File: src/rtl/oloca_err_monitor.sv
// Error-statistics monitor for the OLOCA approximate adder: per window of 2^WIN_LOG2
// samples reports error count, sum of error distance and max error distance.
// Optional signed error-bias accumulator enabled by defining OLOCA_BIAS_EN.
module oloca_err_monitor #(
    parameter int WIN_LOG2 = 8,
    parameter int DATA_W   = 8
) (
    input  logic                              clk,
    input  logic                              rst_n,
    input  logic                              start,
    input  logic                              in_valid,
    output logic                              in_ready,
    input  logic [DATA_W-1:0]                 a,
    input  logic [DATA_W-1:0]                 b,
    input  logic [DATA_W:0]                   approx_sum,
    output logic                              res_valid,
    input  logic                              res_ready,
    output logic [WIN_LOG2:0]                 err_count,
    output logic [DATA_W+WIN_LOG2:0]          sed,
    output logic [DATA_W:0]                   max_ed,
`ifdef OLOCA_BIAS_EN
    output logic signed [DATA_W+WIN_LOG2+1:0] err_bias,
`endif
    output logic                              busy
);

    localparam int SED_W = DATA_W + 1 + WIN_LOG2;

    // Handshakes: a transfer happens on a rising edge where valid & ready are both 1;
    // valid is held by the producer until it is taken, ready never depends on valid.
    typedef enum logic [1:0] {
        S_IDLE   = 2'd0,
        S_ACCUM  = 2'd1,
        S_FLUSH  = 2'd2,
        S_REPORT = 2'd3
    } state_t;

    state_t state;
    state_t state_nxt;

    logic [WIN_LOG2-1:0] smp_cnt;
    logic                accept;
    logic                last_accept;
    logic                res_take;
    logic                win_clear;
    logic [DATA_W:0]     exact;
    logic [DATA_W:0]     ed_now;
    logic                s1_valid;
    logic [DATA_W:0]     s1_ed;
`ifdef OLOCA_BIAS_EN
    logic signed [DATA_W+1:0] diff_now;
    logic signed [DATA_W+1:0] s1_diff;
`endif

    assign accept      = in_valid && in_ready;
    assign last_accept = accept && (smp_cnt == '1);
    assign res_take    = res_valid && res_ready;
    // A new window starts from IDLE, or directly out of the result handshake.
    assign win_clear   = ((state == S_IDLE) && start) || (res_take && start);

    // Exact sum kept at full DATA_W+1 width so the carry is never lost.
    assign exact  = {1'b0, a} + {1'b0, b};
    assign ed_now = (exact >= approx_sum) ? (exact - approx_sum) : (approx_sum - exact);
`ifdef OLOCA_BIAS_EN
    assign diff_now = $signed({1'b0, exact}) - $signed({1'b0, approx_sum});
`endif

    // State register
    always_ff @(posedge clk or negedge rst_n) begin
        if (!rst_n) begin
            state <= S_IDLE;
        end else begin
            state <= state_nxt;
        end
    end

    // Next-state logic
    always_comb begin
        state_nxt = state;
        case (state)
            S_IDLE:   if (start) state_nxt = S_ACCUM;
            S_ACCUM:  if (last_accept) state_nxt = S_FLUSH;
            S_FLUSH:  state_nxt = S_REPORT;
            S_REPORT: if (res_take) state_nxt = start ? S_ACCUM : S_IDLE;
            default:  state_nxt = S_IDLE;
        endcase
    end

    // Output decode
    always_comb begin
        in_ready  = 1'b0;
        res_valid = 1'b0;
        busy      = 1'b1;
        case (state)
            S_IDLE:   busy      = 1'b0;
            S_ACCUM:  in_ready  = 1'b1;
            S_REPORT: res_valid = 1'b1;
            default:  ;
        endcase
    end

    // Sample counter: advances only on accepts, wraps to zero on the last one.
    always_ff @(posedge clk or negedge rst_n) begin
        if (!rst_n) begin
            smp_cnt <= '0;
        end else if (win_clear) begin
            smp_cnt <= '0;
        end else if (accept) begin
            smp_cnt <= smp_cnt + WIN_LOG2'(1);
        end
    end

    // Stage 1: register the per-sample error distance.
    always_ff @(posedge clk or negedge rst_n) begin
        if (!rst_n) begin
            s1_valid <= 1'b0;
            s1_ed    <= '0;
        end else begin
            s1_valid <= accept && !win_clear;
            if (accept) begin
                s1_ed <= ed_now;
            end
        end
    end

`ifdef OLOCA_BIAS_EN
    always_ff @(posedge clk or negedge rst_n) begin
        if (!rst_n) begin
            s1_diff <= '0;
        end else if (accept) begin
            s1_diff <= diff_now;
        end
    end
`endif

    // Stage 2: accumulate; the registers double as the held result outputs.
    always_ff @(posedge clk or negedge rst_n) begin
        if (!rst_n) begin
            err_count <= '0;
            sed       <= '0;
            max_ed    <= '0;
        end else if (win_clear) begin
            err_count <= '0;
            sed       <= '0;
            max_ed    <= '0;
        end else if (s1_valid) begin
            if (s1_ed != '0) begin
                err_count <= err_count + (WIN_LOG2+1)'(1);
            end
            sed <= sed + SED_W'(s1_ed);
            if (s1_ed > max_ed) begin
                max_ed <= s1_ed;
            end
        end
    end

`ifdef OLOCA_BIAS_EN
    // Signed bias is sign-extended into the accumulator width before adding.
    always_ff @(posedge clk or negedge rst_n) begin
        if (!rst_n) begin
            err_bias <= '0;
        end else if (win_clear) begin
            err_bias <= '0;
        end else if (s1_valid) begin
            err_bias <= err_bias + (SED_W+1)'(s1_diff);
        end
    end
`endif

endmodule

File: config.mk
export PLATFORM = sky130hd
export DESIGN_NAME = oloca_err_monitor
export DESIGN_NICKNAME = d
export VERILOG_FILES = /design/src/rtl/oloca_err_monitor.sv
export SDC_FILE = /design/constraint.sdc
export NUM_CORES = 1
export LEC_CHECK = 0
export BUFFER_PORTS_ARGS = -buffer_cell sky130_fd_sc_hd__buf_2
export CAP_MARGIN = 25
export CORE_MARGIN = 5
export CORE_UTILIZATION = 40
export CTS_BUF_LIST = sky130_fd_sc_hd__clkbuf_2
export DETAILED_ROUTE_END_ITERATION = 8
export PLACE_DENSITY = 0.66
export SLEW_MARGIN = 20
export SYNTH_ARGS = -nofsm -noshare
export SYNTH_HDL_FRONTEND = slang
export SYNTH_SLANG_ARGS = --single-unit
File: constraint.sdc
create_clock -name clk -period 2.4 [get_ports clk]
set_input_delay 0.36 -clock clk [delete_from_list [all_inputs] [get_ports clk]]
set_output_delay 0.36 -clock clk [all_outputs]
set_load 0.01 [all_outputs]
==> results of run 1 <==
## path summary, 6_finish.rpt
| path | to | slack [ns] |
|---|---|---|
| setup / recovery | s1_ed[8] | -0.73 |
| hold / removal | state[0] | 0.25 |
| setup reg to reg | sed[12] | 0.12 |
| hold reg to reg | smp_cnt[1] | 0.57 |
| max in group asynchronous | err_count[7] | 1.37 |
| min in group asynchronous | s1_ed[6] | 0.39 |
## cell usage after synthesis (all sizes together), types with 2 or more instances
cell    count  area share
a211oi      6       0.014
a21boi      2      0.0036
a21o       21       0.038
a21oi      42       0.050
a31oi       8       0.014
and2        2      0.0030
and3        7       0.011
and4        2      0.0042
buf         3      0.0036
clkbuf      9      0.0081
dfrtp      55        0.33
fa          4       0.019
ha         49        0.15
inv        41       0.037
mux2i       6       0.014
nand2      26       0.023
nand2b      3      0.0045
nand3      23       0.028
nand3b      2      0.0036
nand4       8       0.012
nor2       41       0.037
nor2b       4      0.0060
nor3        7      0.0096
nor4        2      0.0030
o21a        7       0.013
o21ai      37       0.044
o21bai      3      0.0054
o31ai       5       0.010
or3        12       0.018
xnor2      11       0.023
xor2       16       0.034
## critical path: stages
cell and delay [ns]:
buf_6 0.10, ha_4 0.15, fa_2 0.33, a21o_1 0.18
a21oi_2 0.16, o21bai_1 0.10, a21oi_2 0.22, xnor2_2 0.10
ha_1 0.34, buf_6 0.11, nand4_1 0.14, buf_4 0.17
buf_4 0.12, buf_4 0.12, buf_4 0.13, o21ai_2 0.18
nor3_1 0.09, o21a_1 0.20, o31ai_1 0.19
## logic make-up (layout without fill, tap and decap cells)
kind of cell | after synthesis | count (layout) | share of synthesized area
AO/OA/AOI/OAI | 140 | 140 | 0.2114
adder cells (fa/ha/maj) | 53 | 53 | 0.1663
XOR/XNOR | 27 | 27 | 0.05674
multiplexers | 7 | 7 | 0.01711
AND/OR/NAND/NOR | 143 | 143 | 0.1696
flip-flops | 55 | 55 | 0.3302
buffers and inverters | 53 | 187 | 0.04863
## sequential cells by signal, summed over array words and instances, names as in the netlist
register	cells
err_count	9
max_ed	9
s1_ed	9
s1_valid	1
sed	17
smp_cnt	8
state	2
## power breakdown
group | total, W | switching, W | internal [W]
logic | 0.00318 | 0.00173 | 0.00145
registers | 0.00151 | 0.000312 | 0.00120
clock network | 0.000572 | 0.000288 | 0.000284
## area by class of cell
| type | count | area [um^2] |
|---|---|---|
| clock buffers | 6 | 30.03 |
| clock inverters | 2 | 60.06 |
| fillers | 937 | 4757 |
| inverters | 41 | 153.9 |
| multi-input cells | 370 | 2746 |
| flip-flops and latches | 55 | 1376 |
| well taps | 136 | 170.2 |
| repair buffers | 138 | 937.1 |
## metrics by stage
stage | cell area, um^2 | utilization | hold WS [ns] | setup TNS [ns]
after floorplan | 4230 | - | 0.06441 | -6.267
after global placement | 5040 | 0.4926 | 0.3807 | -8.124
after detailed placement | 5040 | 0.4926 | 0.3930 | -8.487
after CTS | 5333 | 0.5212 | 0.2317 | -3.876
after global routing | 5474 | 0.5350 | 0.1967 | -5.481
final | 5474 | 0.5350 | 0.2468 | -4.759
## metal layers
metal  vias to the layer above  GRT usage  routed length [um]
met2                        88     0.2862                5076
met3                         7    0.02372                 475
li1                       1964          -                   -
met4                         0    0.03766                 102
met1                      1879     0.2052                4625
met5                         -          0                   0
## what timing repair did
| item | 4_1_cts | 5_1_grt |
|---|---|---|
| gates resized for setup | 17 | 22 |
| pin swaps | 24 | 14 |
| buffers inserted | 16 | 7 |
| setup endpoints to repair | 8 | 12 |
| hold buffers | 1 | 0 |
| endpoints found under the hold margin | 23 | 0 |
==> flow_metrics.env, run 1 <==
export IMPL_grt_max_degree=41
export IMPL_synth_ff_type="dfrtp_1"
export IMPL_netlist_area_um2=4168
export IMPL_ir_drop_mv=0.4574
export IMPL_status="complete, but fails checks"
export IMPL_worstRegToRegCells=9
export IMPL_synth_warning_count=0
export IMPL_ioPinCount=68
export IMPL_crit_fanout=2
export IMPL_power_density_nw_per_um2=962.1
export IMPL_syn2layout_area_growth_pct=31.34
export IMPL_max_cap_violations=0
export IMPL_syn_num_nets=561
export IMPL_die_area_um2=12560
export IMPL_worst_slack_ns=-0.7286
export IMPL_dp_cells=716
export IMPL_diodes=0
export IMPL_avgSynthCellArea_um2=8.719
export IMPL_synth_edf_count=0
export IMPL_die_y_um=112.1
export IMPL_hold_violations=0
export IMPL_preCtsSetupSlack_ns=-1.098
export IMPL_die_w_um=112.1
export IMPL_port_buffers=67
export IMPL_post_route_period_util=1.304
export IMPL_core_region_area_um2=10230
export IMPL_grt_pass1_wl_um=17380
export IMPL_cts_clk_slew_worst_paths_ns=0.28
export IMPL_startpoint_type="primary input"
export IMPL_synth_yosys_seq_area_share=0.3302
export IMPL_dp_final_hpwl_um=7606
export IMPL_cts_sinks=55
export IMPL_hp_class="in2reg"
export IMPL_power_w=0.005267
export IMPL_drtAntennaViolNets=0
export IMPL_crit_type="in2reg"
export IMPL_finalNetCount=694
export IMPL_leakage_nw=2.771
export IMPL_required_ns=2.78
export IMPL_cp_arrival_ns=3.50
export IMPL_grt_pass1_vias=3913
export IMPL_clk_insertion_delay_late_ns=0.44
export IMPL_rows=37
export IMPL_clock_fmax_ghz=0.3196
export IMPL_drc=0
export IMPL_async_flop_share=1.000
export IMPL_relSlewSlack=0.6248
export IMPL_finalWirelength_um=10280
export IMPL_ys_seq_elements=55
export IMPL_slew_violations=0
export IMPL_startpoint="b[0]"
export IMPL_place_gp_congestion=0.8576
export IMPL_cts_tree="done"
export IMPL_first_pass_iters=4
export IMPL_violations="negative setup slack"
export IMPL_yosysUniqueCellTypes=51
export IMPL_wl_per_cell_um=13.74
export IMPL_drive_above_1_share=0.2859
export IMPL_grt_use_total=0.1604
export IMPL_antenna_found_initial=0
export IMPL_cts_buffer_depth=2
export IMPL_worstMarginPinSlew_ns=0.5628
export IMPL_stdcell_count=748
export IMPL_drt_iter0_drc=172
export IMPL_grt_setup_unrepaired="true"
export IMPL_setup_viol=8
export IMPL_final_cell_mix="63 x buf_2, 61 x buf_4, 55 x dfrtp_1, 46 x ha_1, 41 x inv_1"
export IMPL_dr_total_vias=3938
export IMPL_via_per_inst=5.265
export IMPL_layout_commonest_cell="buf_2"
export IMPL_synth_cells=478
export IMPL_overflow=0
export IMPL_holdPathStages=3
export IMPL_fin_skew_ns=0.02915
export IMPL_htree_levels=2
export IMPL_cts_root_buf="clkbuf_2"
export IMPL_cts_buffers=5
export IMPL_min_period_ns=3.129
export IMPL_start_util=0.4074
export IMPL_worstHoldStart="start"
export IMPL_worstSetupEndpointType="flop"
export IMPL_worstReg2RegStart="sed[0]"
No activity file was read; power rests on OpenSTA's default activity.
==> run 2, diff against run 1 <==
--- a/config.mk
+++ b/config.mk
@@ -5,6 +5,7 @@
 export SDC_FILE = /design/constraint.sdc
 export NUM_CORES = 1
 export LEC_CHECK = 0
+export ABC_CLOCK_PERIOD_IN_PS = 2400
 export BUFFER_PORTS_ARGS = -buffer_cell sky130_fd_sc_hd__buf_2
 export CAP_MARGIN = 25
 export CORE_MARGIN = 5
@@ -12,6 +13,7 @@
 export CTS_BUF_LIST = sky130_fd_sc_hd__clkbuf_2
 export DETAILED_ROUTE_END_ITERATION = 8
 export PLACE_DENSITY = 0.66
+export RECOVER_POWER = 50
 export SLEW_MARGIN = 20
 export SYNTH_ARGS = -nofsm -noshare
 export SYNTH_HDL_FRONTEND = slang
==> run 2 against run 1 <==
  * The flow still finishes with violations (negative setup slack)
  * Count of clock-buffer cells in the layout is the same
  * Global-route usage is the same
  * Utilization shrank 0.23 points
  * Flip-flop and latch count is the same
  * Critical endpoint unchanged
==> flow_metrics.env, run 2 (synthesis gave the netlist of run 1 again) <==
export IMPL_setup_tns_ns=-4.726
export IMPL_ioPinCount=68
export IMPL_max_cap_violations=0
export IMPL_worst_path_most_repeated_cell="buf_4"
export IMPL_cp_arrival_ns=3.50
export IMPL_top_register="sed"
export IMPL_grt_max_degree=41
export IMPL_cp_slowest_cell="ha_1"
export IMPL_first_pass_iters=4
export IMPL_cts_tree="done"
export IMPL_via_per_inst=5.265
export IMPL_path_delay_family="compound AO/OA/AOI/OAI gates"
export IMPL_drc=0
export IMPL_core_region_area_um2=10230
export IMPL_start_util=0.4074
export IMPL_drtAntennaViolNets=0
export IMPL_status="complete, but fails checks"
export IMPL_placed_cell_area_um2=5040
export IMPL_cts_root_buf="clkbuf_2"
export IMPL_power_w=0.005243
export IMPL_finalNetCount=694
export IMPL_cts_buffers=5
export IMPL_crit_fanout=2
export IMPL_overflow=0
export IMPL_ir_drop_mv=0.4398
export IMPL_die_y_um=112.1
export IMPL_dp_final_hpwl_um=7606
export IMPL_stdcell_count=748
export IMPL_post_route_period_util=1.300
export IMPL_cts_sinks=55
export IMPL_syn2layout_area_growth_pct=30.77
export IMPL_htree_levels=2
export IMPL_relSlewSlack=0.1053
export IMPL_slew_violations=0
export IMPL_worstMarginPinSlew_ns=1.342
export IMPL_die_w_um=112.1
export IMPL_power_density_nw_per_um2=962.0
export IMPL_grt_use_total=0.1604
export IMPL_leakage_nw=2.711
export IMPL_setup_viol=8
export IMPL_path_cells="buf_6, ha_4, fa_2, a21o_1, a21oi_2, o21bai_1, a21oi_2, xnor2_2, ha_1, buf_6, nand4_1, buf_4, buf_4, buf_4, buf_4, o21ai_2, nor3_1, o21a_1, o31ai_1"
export IMPL_cp_num_buf_inv=6
export IMPL_largest_reg_flops=17
export IMPL_min_period_ns=3.121
export IMPL_fin_skew_ns=0.02912
export IMPL_finalWirelength_um=10250
export IMPL_layout_commonest_cell="buf_4"
export IMPL_hp_class="in2reg"
export IMPL_diodes=0
export IMPL_grt_setup_unrepaired="true"
export IMPL_clock_fmax_ghz=0.3204
export IMPL_startpoint_type="primary input"
export IMPL_drive_above_1_share=0.2614
export IMPL_hold_violations=0
export IMPL_cts_clk_slew_worst_paths_ns=0.28
export IMPL_rows=37
export IMPL_antenna_found_initial=0
export IMPL_dr_total_vias=3938
export IMPL_grt_pass1_vias=3913
export IMPL_port_buffers=67
export IMPL_final_cell_mix="59 x buf_4, 55 x dfrtp_1, 48 x buf_2, 46 x ha_1, 41 x inv_1"
export IMPL_die_area_um2=12560
export IMPL_grt_pass1_wl_um=17380
export IMPL_cts_buffer_depth=2
export IMPL_worstSetupEndpointType="flop"
export IMPL_crit_type="in2reg"
export IMPL_dp_cells=716
export IMPL_place_gp_congestion=0.8576
export IMPL_drt_iter0_drc=191
export IMPL_cpPeakStageDelay_ns=0.34
export IMPL_clk_insertion_delay_late_ns=0.44
export IMPL_required_ns=2.78
export IMPL_final_area_um2=5450
export IMPL_worst_slack_ns=-0.7211
export IMPL_violations="negative setup slack"
export IMPL_wl_per_cell_um=13.70
-- run 2: cell types whose count changed in the layout (fill, tap and decap cells not counted) --
cell,before,now
buf_2,63,48
buf_4,61,59
clkbuf_1,0,15
clkbuf_2,6,8
-- run 2: stage by stage --
| stage | hold slack (ns) | util | setup slack [ns] |
|---|---|---|---|
| after global routing | 0.1967 | 0.5327 | -0.7743 |
| after global placement | 0.3807 | 0.4926 | -1.049 |
| after floorplan | 0.06441 | - | -0.9183 |
| after CTS | 0.2317 | 0.5212 | -0.5450 |
| final | 0.2455 | 0.5327 | -0.7211 |
| after detailed placement | 0.3930 | 0.4926 | -1.098 |
-- run 2: repair_timing --
item                                   in CTS  in global routing
pin swaps                                  24                 14
setup endpoints to repair                   8                 12
endpoints found under the hold margin      23                  0
resized for setup                          17                 22
hold buffers                                1                  0
buffers inserted                           16                  7
-- run 2: cell type report --
class	instances	area (um^2)
Clock inverter	2	60.06
Clock buffer	6	30.03
Inverter	41	153.9
Timing Repair Buffer	138	913.4
Tap cell	136	170.2
Multi-Input combinational cell	370	2746
Sequential cell	55	1376
Fill cell	950	4781
-- run 2: final timing paths --
check	from	endpoint	depth (start not counted)	slack (ns)
setup / recovery	b[0]	s1_ed[8]	19	-0.72
hold / removal	start	state[0]	3	0.25
setup reg to reg	sed[0]	sed[12]	9	0.12
hold reg to reg	smp_cnt[1]	smp_cnt[1]	2	0.57
max in group asynchronous	rst_n	err_count[7]	3	0.60
min in group asynchronous	rst_n	s1_ed[6]	2	0.70
-- run 2: routing by layer --
layer  global-route usage  share of wire  up-vias
li1                     -              -     1968
met3              0.02372          0.044       11
met1               0.2052           0.45     1868
met5                    0              0        -
met2               0.2862           0.49       91
met4              0.03766          0.016        0
-- run 2: power breakdown --
part / switching [W] / internal (W)
logic: 0.00173 / 0.00143
clock network: 0.000287 / 0.000284
registers: 0.000315 / 0.00120
total: 0.00233 / 0.00291
-- run 2: worst reg2reg max path: cells and delay by family (launching register included) --
kind | cells | cell delay (ns)
flops | 1 | 0.46
buf+inv | 1 | 0.16
compound gates | 6 | 1.02
fa+ha+maj | 2 | 0.60
==> run 3, diff against run 2 <==
--- a/config.mk
+++ b/config.mk
@@ -5,15 +5,16 @@
 export SDC_FILE = /design/constraint.sdc
 export NUM_CORES = 1
 export LEC_CHECK = 0
-export ABC_CLOCK_PERIOD_IN_PS = 2400
+export ABC_CLOCK_PERIOD_IN_PS = 2600
 export BUFFER_PORTS_ARGS = -buffer_cell sky130_fd_sc_hd__buf_2
 export CAP_MARGIN = 25
 export CORE_MARGIN = 5
 export CORE_UTILIZATION = 40
 export CTS_BUF_LIST = sky130_fd_sc_hd__clkbuf_2
 export DETAILED_ROUTE_END_ITERATION = 8
-export PLACE_DENSITY = 0.66
+export PLACE_DENSITY = 0.68
 export RECOVER_POWER = 50
+export SKIP_CTS_REPAIR_TIMING = 1
 export SLEW_MARGIN = 20
 export SYNTH_ARGS = -nofsm -noshare
 export SYNTH_HDL_FRONTEND = slang
==> constraint.sdc (replaced) <==
create_clock -name clk -period 2.6 [get_ports clk]
set_input_delay 0.39 -clock clk [delete_from_list [all_inputs] [get_ports clk]]
set_output_delay 0.39 -clock clk [all_outputs]
set_load 0.01 [all_outputs]
==> run 3 against run 2 <==
  * The run still ends with negative setup slack left
  * Utilization down 2.5 points
  * Combinational power decreased by 12%
  * Global-route usage decreased by 0.45 points
  * Power is 13% lower
  * Sequential power down 7%
  * Highest routed layer unchanged
==> flow_metrics.env, run 3 (synthesis gave the netlist of run 1 again) <==
export IMPL_fin_skew_ns=0.04724
export IMPL_hold_violations=0
export IMPL_grt_use_total=0.1559
export IMPL_diodes=0
export IMPL_worst_slack_ns=-0.3916
export IMPL_rows=37
export IMPL_place_gp_congestion=0.8797
export IMPL_setup_tns_ns=-2.525
export IMPL_preCtsSetupSlack_ns=-0.9791
export IMPL_cts_sinks=55
export IMPL_dr_total_vias=3811
export IMPL_overflow=0
export IMPL_worstReg2RegStart="sed[0]"
export IMPL_multiInputGateArea_um2=2753
export IMPL_grt_max_degree=41
export IMPL_hp_class="in2reg"
export IMPL_first_pass_iters=4
export IMPL_violations="negative setup slack"
export IMPL_htree_levels=2
export IMPL_power_w=0.004548
export IMPL_rr_endpoint="sed[16]"
export IMPL_setup_viol=8
export IMPL_worstHoldStart="start"
export IMPL_core_region_area_um2=10230
export IMPL_leakage_nw=2.553
export IMPL_drc=0
export IMPL_crit_fanout=7
export IMPL_worst_path_most_repeated_cell="a21o_1"
export IMPL_wl_per_cell_um=13.78
export IMPL_layout_commonest_cell="dfrtp_1"
export IMPL_startpoint_type="primary input"
export IMPL_die_w_um=112.1
export IMPL_regToRegSetupSlack_ns=0.15
export IMPL_syn2layout_area_growth_pct=24.74
export IMPL_path_delay_family="compound AO/OA/AOI/OAI gates"
export IMPL_post_route_period_util=1.151
export IMPL_worstSetupEndpointType="flop"
export IMPL_whs_ns=0.2622
export IMPL_path_cells="buf_2, ha_4, a21o_1, a21oi_2, nor2b_1, o21a_1, o41a_1, xor2_1, ha_1, nand4_1, o21bai_4, a21o_4, or3_4, a21o_1, a31oi_1"
export IMPL_status="complete, but fails checks"
export IMPL_cts_tree="done"
export IMPL_min_period_ns=2.992
export IMPL_cts_buffers=5
export IMPL_ir_drop_mv=0.3867
export IMPL_drtAntennaViolNets=0
export IMPL_cpPeakStageDelay_ns=0.39
export IMPL_final_cell_mix="55 x dfrtp_1, 50 x buf_2, 46 x ha_1, 41 x inv_1, 41 x buf_4"
export IMPL_cts_root_buf="clkbuf_2"
export IMPL_drive_above_1_share=0.2245
export IMPL_max_cap_violations=0
export IMPL_finalNetCount=670
export IMPL_die_y_um=112.1
export IMPL_cp_slowest_cell="or3_4"
export IMPL_clk_insertion_delay_late_ns=0.46
export IMPL_top_register="sed"
export IMPL_dp_final_hpwl_um=7794
export IMPL_power_density_nw_per_um2=874.8
export IMPL_holdPathStages=3
export IMPL_nFillCells=966
export IMPL_relSlewSlack=0.1726
export IMPL_grt_pass1_wl_um=16850
export IMPL_grt_setup_unrepaired="true"
export IMPL_cp_arrival_ns=3.39
export IMPL_slew_violations=0
export IMPL_drt_iter0_drc=217
export IMPL_cts_clk_slew_worst_paths_ns=0.29
export IMPL_critPathCapture="s1_ed[5]"
export IMPL_finalWirelength_um=9980
export IMPL_stdcell_count=724
export IMPL_cts_buffer_depth=2
export IMPL_ff_latch_area_um2=1376
export IMPL_ioPinCount=68
export IMPL_grt_pass1_vias=3755
export IMPL_largest_reg_flops=17
export IMPL_worstMarginPinSlew_ns=1.241
export IMPL_crit_type="in2reg"
export IMPL_startpoint="a[1]"
export IMPL_die_area_um2=12560
export IMPL_start_util=0.4074
export IMPL_cp_num_buf_inv=1
export IMPL_dp_cells=708
export IMPL_via_per_inst=5.264
export IMPL_port_buffers=67
export IMPL_clock_fmax_ghz=0.3343
export IMPL_worstRegToRegCells=8
export IMPL_antenna_found_initial=0
export IMPL_required_ns=3.00
export IMPL_worstSetupPathDepth=15
==> run 3: cell types whose count changed in the layout (fill, tap and decap cells not counted), sizes merged <==
cell / previous run / this run
buf: 120 / 96
bufinv: 2 / 0
clkbuf: 23 / 22
clkinv: 0 / 1
clkinvlp: 0 / 1
inv: 41 / 42
==> run 3: layout make-up <==
type	instances	share of cell area
Clock inverter	3	0.004573
Inverter	41	0.02960
Clock buffer	5	0.004813
Timing Repair Buffer	114	0.1341
Multi-Input combinational cell	370	0.5295
Sequential cell	55	0.2647
Tap cell	136	0.03273
==> run 3: report_power, final <==
group          internal (W)  leakage (nW)  switching [W]
clock network     0.0000719        0.0309       0.000290
logic               0.00121          1.80        0.00157
registers           0.00111         0.727       0.000296
==> run 3: how the worst min path moves through the flow <==
| stage | to | slack [ns] |
|---|---|---|
| 3_5_place_dp | sed[1] | 0.29 |
| 6_report | state[0] | 0.26 |
| 5_1_grt | state[0] | 0.25 |
| 4_1_cts | sed[1] | -0.26 |
| 2_1_floorplan | err_count[0] | 0.09 |
| 3_3_place_gp | sed[1] | 0.29 |
==> run 3: per-stage QoR <==
stage          utilization  instance area [um^2]
3_3_place_gp        0.4867                  4980
6_report            0.5081                  5199
5_1_grt             0.5081                  5199
2_1_floorplan            -                  4230
4_1_cts             0.4915                  5029
3_5_place_dp        0.4867                  4980
==> run 3: worst min-delay path, stage by stage <==
cell	delay (ns)
buf_2	0.10
a2111oi_0	0.09
a21oi_1	0.11
==> run 3: per-layer routing <==
| metal | part of all wire | vias up | GRT usage |
|---|---|---|---|
| met2 | 0.48 | 75 | 0.2766 |
| li1 | - | 1922 | - |
| met3 | 0.040 | 18 | 0.02534 |
| met4 | 0.018 | 0 | 0.03926 |
| met5 | 0 | - | 0 |
| met1 | 0.46 | 1796 | 0.1982 |
